--- config.mk ---
export PLATFORM = sky130hd
export DESIGN_NAME = wb_periph_hub_flat
export DESIGN_NICKNAME = d
export VERILOG_FILES = /design/src/rtl/wb_periph_hub_if.sv /design/src/rtl/wb_periph_hub.sv /design/src/flat_wrapper.sv
export SDC_FILE = /design/constraint.sdc
export NUM_CORES = 1
export LEC_CHECK = 0
export ABC_AREA = 1
export CORE_ASPECT_RATIO = 0.75
export CORE_MARGIN = 2
export CORE_UTILIZATION = 40
export CTS_CLUSTER_DIAMETER = 200
export DETAILED_ROUTE_END_ITERATION = 12
export PLACE_DENSITY_LB_ADDON = 0.05
export SYNTH_ARGS = -nofsm -noshare
export SYNTH_HDL_FRONTEND = slang
export SYNTH_SLANG_ARGS = --single-unit
--- constraint.sdc ---
create_clock -name wb_clk -period 2 [get_ports wb_clk]
set_input_delay 0.3 -clock wb_clk [delete_from_list [all_inputs] [get_ports wb_clk]]
set_output_delay 0.3 -clock wb_clk [all_outputs]
set_load 0.01 [all_outputs]
--- src/rtl/wb_periph_hub_if.sv ---
// Bus bundle between the SERV data port, the peripheral hub and its N slaves.
// The hub uses the slave modport; the CPU/slave side environment uses master.
interface wb_periph_hub_if #(
    parameter int N = 4
);
    logic [31:0]    wb_dbus_adr;
    logic           wb_dbus_we;
    logic           wb_dbus_cyc;
    logic [31:0]    wb_xbus_rdt;
    logic           wb_xbus_ack;
    logic [N-1:0]   s_cyc;
    logic [N-1:0]   s_ack;
    logic [32*N-1:0] s_rdt;
    logic           err;
    logic [31:0]    err_adr;
    logic           err_clr;

    modport slave (
        input  wb_dbus_adr, wb_dbus_we, wb_dbus_cyc, s_ack, s_rdt, err_clr,
        output wb_xbus_rdt, wb_xbus_ack, s_cyc, err, err_adr
    );

    modport master (
        output wb_dbus_adr, wb_dbus_we, wb_dbus_cyc, s_ack, s_rdt, err_clr,
        input  wb_xbus_rdt, wb_xbus_ack, s_cyc, err, err_adr
    );
endinterface

--- src/rtl/wb_periph_hub.sv ---
// Wishbone peripheral hub: decodes adr[31:24] to one of N slaves and bounds
// every access with a miss/timeout error path so the CPU can never hang.
module wb_periph_hub #(
    parameter int          N        = 4,
    parameter logic [8*N-1:0] BASES = {8'h70, 8'h60, 8'h50, 8'h40},
    parameter int          TIMEOUT  = 16,
    parameter logic [31:0] ERR_DATA = 32'hdeadface
) (
    input  logic           wb_clk,
    input  logic           rst_n,
    wb_periph_hub_if.slave bus,
    output logic [1:0]     dbg_state
);
    localparam int CW = $clog2(TIMEOUT + 1);
    localparam int SW = (N > 1) ? $clog2(N) : 1;

    typedef enum logic [1:0] {
        IDLE = 2'd0,
        BUSY = 2'd1,
        DONE = 2'd2
    } state_t;

    state_t          state;
    logic [SW-1:0]   sel;
    logic [SW-1:0]   hit_idx;
    logic            hit;
    logic            sel_ack;
    logic            last_cnt;
    logic            raise;
    logic [CW-1:0]   count;
    logic [31:0]     rdt_q;
    logic [31:0]     sel_rdt;
    logic [N-1:0]    s_cyc_q;
    logic            ack_q;
    logic            err_q;
    logic [31:0]     err_adr_q;

    // Scan from the top so the lowest matching slot wins on overlapping bases.
    always_comb begin
        hit     = 1'b0;
        hit_idx = '0;
        for (int i = N - 1; i >= 0; i--) begin
            if (bus.wb_dbus_adr[31:24] == BASES[8*i +: 8]) begin
                hit     = 1'b1;
                hit_idx = SW'(i);
            end
        end
    end

    assign sel_ack  = bus.s_ack[sel];
    assign sel_rdt  = bus.s_rdt[32*sel +: 32];
    assign last_cnt = (count == CW'(TIMEOUT - 1));

    // A slave ack in the final BUSY cycle outranks the timeout.
    assign raise = ((state == IDLE) && bus.wb_dbus_cyc && !hit) ||
                   ((state == BUSY) && bus.wb_dbus_cyc && !sel_ack && last_cnt);

    always_ff @(posedge wb_clk or negedge rst_n) begin
        if (!rst_n) begin
            state   <= IDLE;
            s_cyc_q <= '0;
            ack_q   <= 1'b0;
            rdt_q   <= '0;
            sel     <= '0;
            count   <= '0;
        end else begin
            ack_q <= 1'b0;
            case (state)
                IDLE: begin
                    if (bus.wb_dbus_cyc) begin
                        if (hit) begin
                            s_cyc_q          <= '0;
                            s_cyc_q[hit_idx] <= 1'b1;
                            sel              <= hit_idx;
                            count            <= '0;
                            state            <= BUSY;
                        end else begin
                            rdt_q <= ERR_DATA;
                            ack_q <= 1'b1;
                            state <= DONE;
                        end
                    end
                end
                BUSY: begin
                    if (!bus.wb_dbus_cyc) begin
                        s_cyc_q <= '0;
                        state   <= IDLE;
                    end else if (sel_ack) begin
                        rdt_q   <= sel_rdt;
                        s_cyc_q <= '0;
                        ack_q   <= 1'b1;
                        state   <= DONE;
                    end else if (last_cnt) begin
                        rdt_q   <= ERR_DATA;
                        s_cyc_q <= '0;
                        ack_q   <= 1'b1;
                        state   <= DONE;
                    end else begin
                        count <= count + CW'(1);
                    end
                end
                DONE:    state <= IDLE;
                default: state <= IDLE;
            endcase
        end
    end

    // The first error address is kept until cleared; a raise beats a clear.
    always_ff @(posedge wb_clk or negedge rst_n) begin
        if (!rst_n) begin
            err_q     <= 1'b0;
            err_adr_q <= '0;
        end else if (raise) begin
            err_q <= 1'b1;
            if (!err_q || bus.err_clr) begin
                err_adr_q <= bus.wb_dbus_adr;
            end
        end else if (bus.err_clr) begin
            err_q     <= 1'b0;
            err_adr_q <= '0;
        end
    end

    assign bus.s_cyc       = s_cyc_q;
    assign bus.wb_xbus_ack = ack_q;
    assign bus.wb_xbus_rdt = ack_q ? rdt_q : 32'h0;
    assign bus.err         = err_q;
    assign bus.err_adr     = err_adr_q;
    assign dbg_state       = state;
endmodule

--- src/flat_wrapper.sv ---
// flat-port wrapper written by rule: the top's interface ports become plain ports
module wb_periph_hub_flat 
#(
    parameter int          N        = 4,
    parameter logic [8*N-1:0] BASES = {8'h70, 8'h60, 8'h50, 8'h40},
    parameter int          TIMEOUT  = 16,
    parameter logic [31:0] ERR_DATA = 32'hdeadface
)
  (wb_clk, rst_n, dbg_state, bus_wb_dbus_adr, bus_wb_dbus_we, bus_wb_dbus_cyc, bus_s_ack, bus_s_rdt, bus_err_clr, bus_wb_xbus_rdt, bus_wb_xbus_ack, bus_s_cyc, bus_err, bus_err_adr);
  wb_periph_hub_if #(.N(N)) bus_i ();
  input  logic wb_clk;
  input  logic rst_n;
  output logic [1:0] dbg_state;
  input wire logic [$bits(bus_i.wb_dbus_adr)-1:0] bus_wb_dbus_adr;
  input wire logic [$bits(bus_i.wb_dbus_we)-1:0] bus_wb_dbus_we;
  input wire logic [$bits(bus_i.wb_dbus_cyc)-1:0] bus_wb_dbus_cyc;
  input wire logic [$bits(bus_i.s_ack)-1:0] bus_s_ack;
  input wire logic [$bits(bus_i.s_rdt)-1:0] bus_s_rdt;
  input wire logic [$bits(bus_i.err_clr)-1:0] bus_err_clr;
  output wire logic [$bits(bus_i.wb_xbus_rdt)-1:0] bus_wb_xbus_rdt;
  output wire logic [$bits(bus_i.wb_xbus_ack)-1:0] bus_wb_xbus_ack;
  output wire logic [$bits(bus_i.s_cyc)-1:0] bus_s_cyc;
  output wire logic [$bits(bus_i.err)-1:0] bus_err;
  output wire logic [$bits(bus_i.err_adr)-1:0] bus_err_adr;
  assign bus_i.wb_dbus_adr = bus_wb_dbus_adr;
  assign bus_i.wb_dbus_we = bus_wb_dbus_we;
  assign bus_i.wb_dbus_cyc = bus_wb_dbus_cyc;
  assign bus_i.s_ack = bus_s_ack;
  assign bus_i.s_rdt = bus_s_rdt;
  assign bus_i.err_clr = bus_err_clr;
  assign bus_wb_xbus_rdt = bus_i.wb_xbus_rdt;
  assign bus_wb_xbus_ack = bus_i.wb_xbus_ack;
  assign bus_s_cyc = bus_i.s_cyc;
  assign bus_err = bus_i.err;
  assign bus_err_adr = bus_i.err_adr;
  wb_periph_hub #(.N(N), .BASES(BASES), .TIMEOUT(TIMEOUT), .ERR_DATA(ERR_DATA)) u_core (.wb_clk(wb_clk), .rst_n(rst_n), .bus(bus_i), .dbg_state(dbg_state));
endmodule
==> flow_metrics.tcl <==
set metrics [dict create \
    status "complete, no violations" \
    antenna_found_initial 0 \
    die-area_um2 12200 \
    path_clk_slew_ps 70 \
    synth_top_family_by_area "simple AND/OR/NAND/NOR gates" \
    hold_violations 0 \
    routedWlPerCell_um 14.3 \
    p_sw_share_pct 30.3 \
    p_sw_mw 1.55 \
    maxCapViolCount 0 \
    skew_ps 5.72 \
    clockBufferDepth 2 \
    grt_use_total_pct 23.7 \
    synthSimpleGateAreaFrac_pct 28.7 \
    synth_compound_area_share_pct 17.2 \
    syn_area_um2 4520 \
    wl_met2_um 6870 \
    core_area_um2 11000 \
    min_period_ps 1880 \
    dr.max_layer_used "met4" \
    synthXorXnorAreaFrac_pct 0.194 \
    start_kind "flip-flop" \
    path_delay_family "buffers and inverters" \
    crit_required_ps 1700 \
    syn_avg_cell_area_um2 7.11 \
    p_clk_share_pct 32.7 \
    drc 0 \
    maxSlewHeadroom_pct 64.1 \
    num_antenna_cells 0 \
    io_pins 241 \
    synth_fp_nets 807 \
    synth.distinct_cells 24 \
    hp-class "primary input to async pin" \
    cp_slowest_stage_delay_ps 550 \
    drive_gt1_share_pct 6.34 \
    p_per_area_nw_per_um2 695 \
    cp_max_fo 18 \
    hpwl_um 10700 \
    crit_slowest_cell "clkdlybuf4s50_1" \
    grt_max_degree 61 \
    ys_ff_latch 79 \
    whs_ps 459 \
    die_y_um 96.1 \
    endpoint_kind "output pin" \
    path_cells "buf_4 -> nand2_1 -> inv_1 -> clkdlybuf4s50_1" \
    synth-edff-count 0 \
    synth_fa_ha_area_share_pct 0.554 \
    async_flop_share_pct 100 \
    wl_met1_um 6340 \
    cts-root-buf "clkbuf_16" \
    cts_tree "built" \
    cts_setup_buffers 0 \
    r2r-start "u_core.count[0]" \
    drt_iter0_drc 271 \
    io_buffers 239 \
    grt_pass1_vias 4806 \
    avgViaCountPerCell 4.97 \
    finalSetupViolations 0 \
    antenna_left 0 \
    die_x_um 127 \
    pwr-share-seq_pct 36.4 \
    tightest_slew_ps 538 \
    cp.arrival_ps 1580 \
    power_frac_comb_pct 30.9 \
    syn_inst 636 \
    ys_seq_area_share_pct 43.7 \
    ys.flop_type "dfrtp_1" \
    route.met3.wl_um 960 \
    min_period_over_period_pct 94.2 \
    worst-setup-path-type "flip-flop to output pin" \
    place_ws_ps -42.0 \
    p_leak_nw 3.44 \
    fin_ws_ps 117 \
    nNetsFinal 1033 \
    cts_buffers 9 \
    start_util_pct 41.2 \
    worstSetupStartpoint "u_core.bus.wb_xbus_ack" \
    h-tree-depth 3 \
    synthMuxAreaShare_pct 0 \
    vias 5008 \
    cts.sink_count 79 \
    clock_latency_ps 330 \
    rsz0062_at_grt "false" \
    synthToLayoutAreaGrowth_pct 62.9 \
    ys_warn_count 0 \
    drt_first_pass_iters 5 \
    clock.fmax_mhz 531 \
    intPower_mw 3.56 \
    rows 33 \
    drt-total-wl_um 14400 \
    ir_drop_mv 0.452 \
    grt_pass1_wl_um 23000 \
    utilization_pct 67.1 \
    worst-path-buf-inv 3 \
    gp_congestion 0.744 \
    nFillCells 944 \
    drv_slew 0 \
    gr-total-overflow 0 \
]
[cell usage in the layout (no fill, tap or decap), types with 2 or more instances in the layout]
cell / netlist / final
nand3_1: 50 / 50
inv_1: 52 / 51
ha_1: 2 / 2
o21ai_0: 72 / 72
nand2_1: 166 / 165
clkbuf_16: 0 / 9
clkinv_4: 0 / 3
dfrtp_1: 79 / 78
buf_4: 7 / 14
o21ai_2: 12 / 12
o21ai_1: 19 / 19
clkdlybuf4s50_1: 0 / 238
o22ai_1: 32 / 32
nand2_2: 2 / 3
nor2_1: 99 / 99
buf_12: 0 / 5
inv_6: 0 / 2
[cell families after synthesis]
family / after synthesis
adder cells (fa/ha/maj): 2
buffers and inverters: 95
AND/OR/NAND/NOR: 322
AO/OA/AOI/OAI: 137
XOR/XNOR: 1
flip-flops: 79
[power by group through the flow]
stage	Sequential [mW]	Combinational, mW	Clock, mW
after global routing	1.88	1.74	1.79
after CTS	1.86	1.59	1.72
final	1.86	1.58	1.68
after floorplan	1.92	0.731	0
after global placement	1.88	1.55	0
after detailed placement	1.89	1.58	0
[final timing paths]
check	to	cells past startpoint	slack (ps)
max	bus_wb_xbus_rdt[5]	4	120
min	u_core.bus.err_adr[11]	2	460
max reg2reg	u_core.bus.s_cyc[0]	10	200
min reg2reg	u_core.bus.err_adr[31]	2	470
max in group asynchronous	u_core.sel[0]	3	900
min in group wb_clk	u_core.bus.err_adr[31]	2	470
[cell type report]
type / instances / area (um^2) / share of cell area (%)
Clock buffer: 9 / 225 / 3.06
Tap cell: 140 / 175 / 2.38
Multi-Input combinational cell: 462 / 2110 / 28.7
Inverter: 52 / 195 / 2.65
Clock inverter: 7 / 81.3 / 1.10
Timing Repair Buffer: 258 / 2600 / 35.3
Sequential cell: 79 / 1980 / 26.9
[routing by layer]
layer,global-route usage [%],up-vias
met1,30.7,2302
met3,7.17,22
li1,-,2505
met2,38.7,179
met4,7.33,0
met5,0,-
[worst register-to-register path, cell delays in order, from the launching register on]
cell and delay [ps]:
dfrtp_1 410, ha_1 230, nand2_1 90, nor2_1 50
ha_1 200, inv_1 80, nand3_1 230, nand2_2 200
nand2_1 70, nand3_1 80, nand2_1 50
[timing repair]
| item | in CTS | in global routing |
|---|---|---|
| hold buffers | 1 | 0 |
| endpoints found under the hold margin | 33 | 0 |
| resized for setup | 0 | 1 |
| setup endpoints to repair | 0 | 3 |
[synthesized netlist by cell type, types with 2 or more instances]
cell type / count / area share (%)
nand2_1: 166 / 14
nor2_1: 99 / 8.2
dfrtp_1: 79 / 44
o21ai_0: 72 / 8.0
inv_1: 52 / 4.3
nand3_1: 50 / 5.5
o22ai_1: 32 / 4.4
clkbuf_1: 20 / 1.7
o21ai_1: 19 / 2.1
o21ai_2: 12 / 2.3
buf_2: 10 / 1.1
buf_4: 7 / 1.2
buf_6: 5 / 1.2
ha_1: 2 / 0.55
nand2_2: 2 / 0.28
[per-stage QoR]
| step | std cells | total power [mW] | area (um^2) | TNS [ps] |
|---|---|---|---|---|
| 3_3_place_gp | 990 | 3.43 | 7050 | 0 |
| 5_1_grt | 1007 | 5.42 | 7370 | 0 |
| 3_5_place_dp | 990 | 3.47 | 7050 | -734 |
| 4_1_cts | 1007 | 5.17 | 7360 | 0 |
| 6_report | 1007 | 5.12 | 7370 | 0 |
| 2_1_floorplan | 636 | 2.65 | 4520 | 0 |
[state kept, by name, indices dropped and copies added, names as in the netlist]
signal,flops
u_core.bus.err_adr,32
u_core.dbg_state,2
u_core.sel,2
u_core.rdt_q,32
u_core.bus.s_cyc,4
u_core.bus.err,1
u_core.count,5
u_core.bus.wb_xbus_ack,1
(Power assumes the default switching activity.)
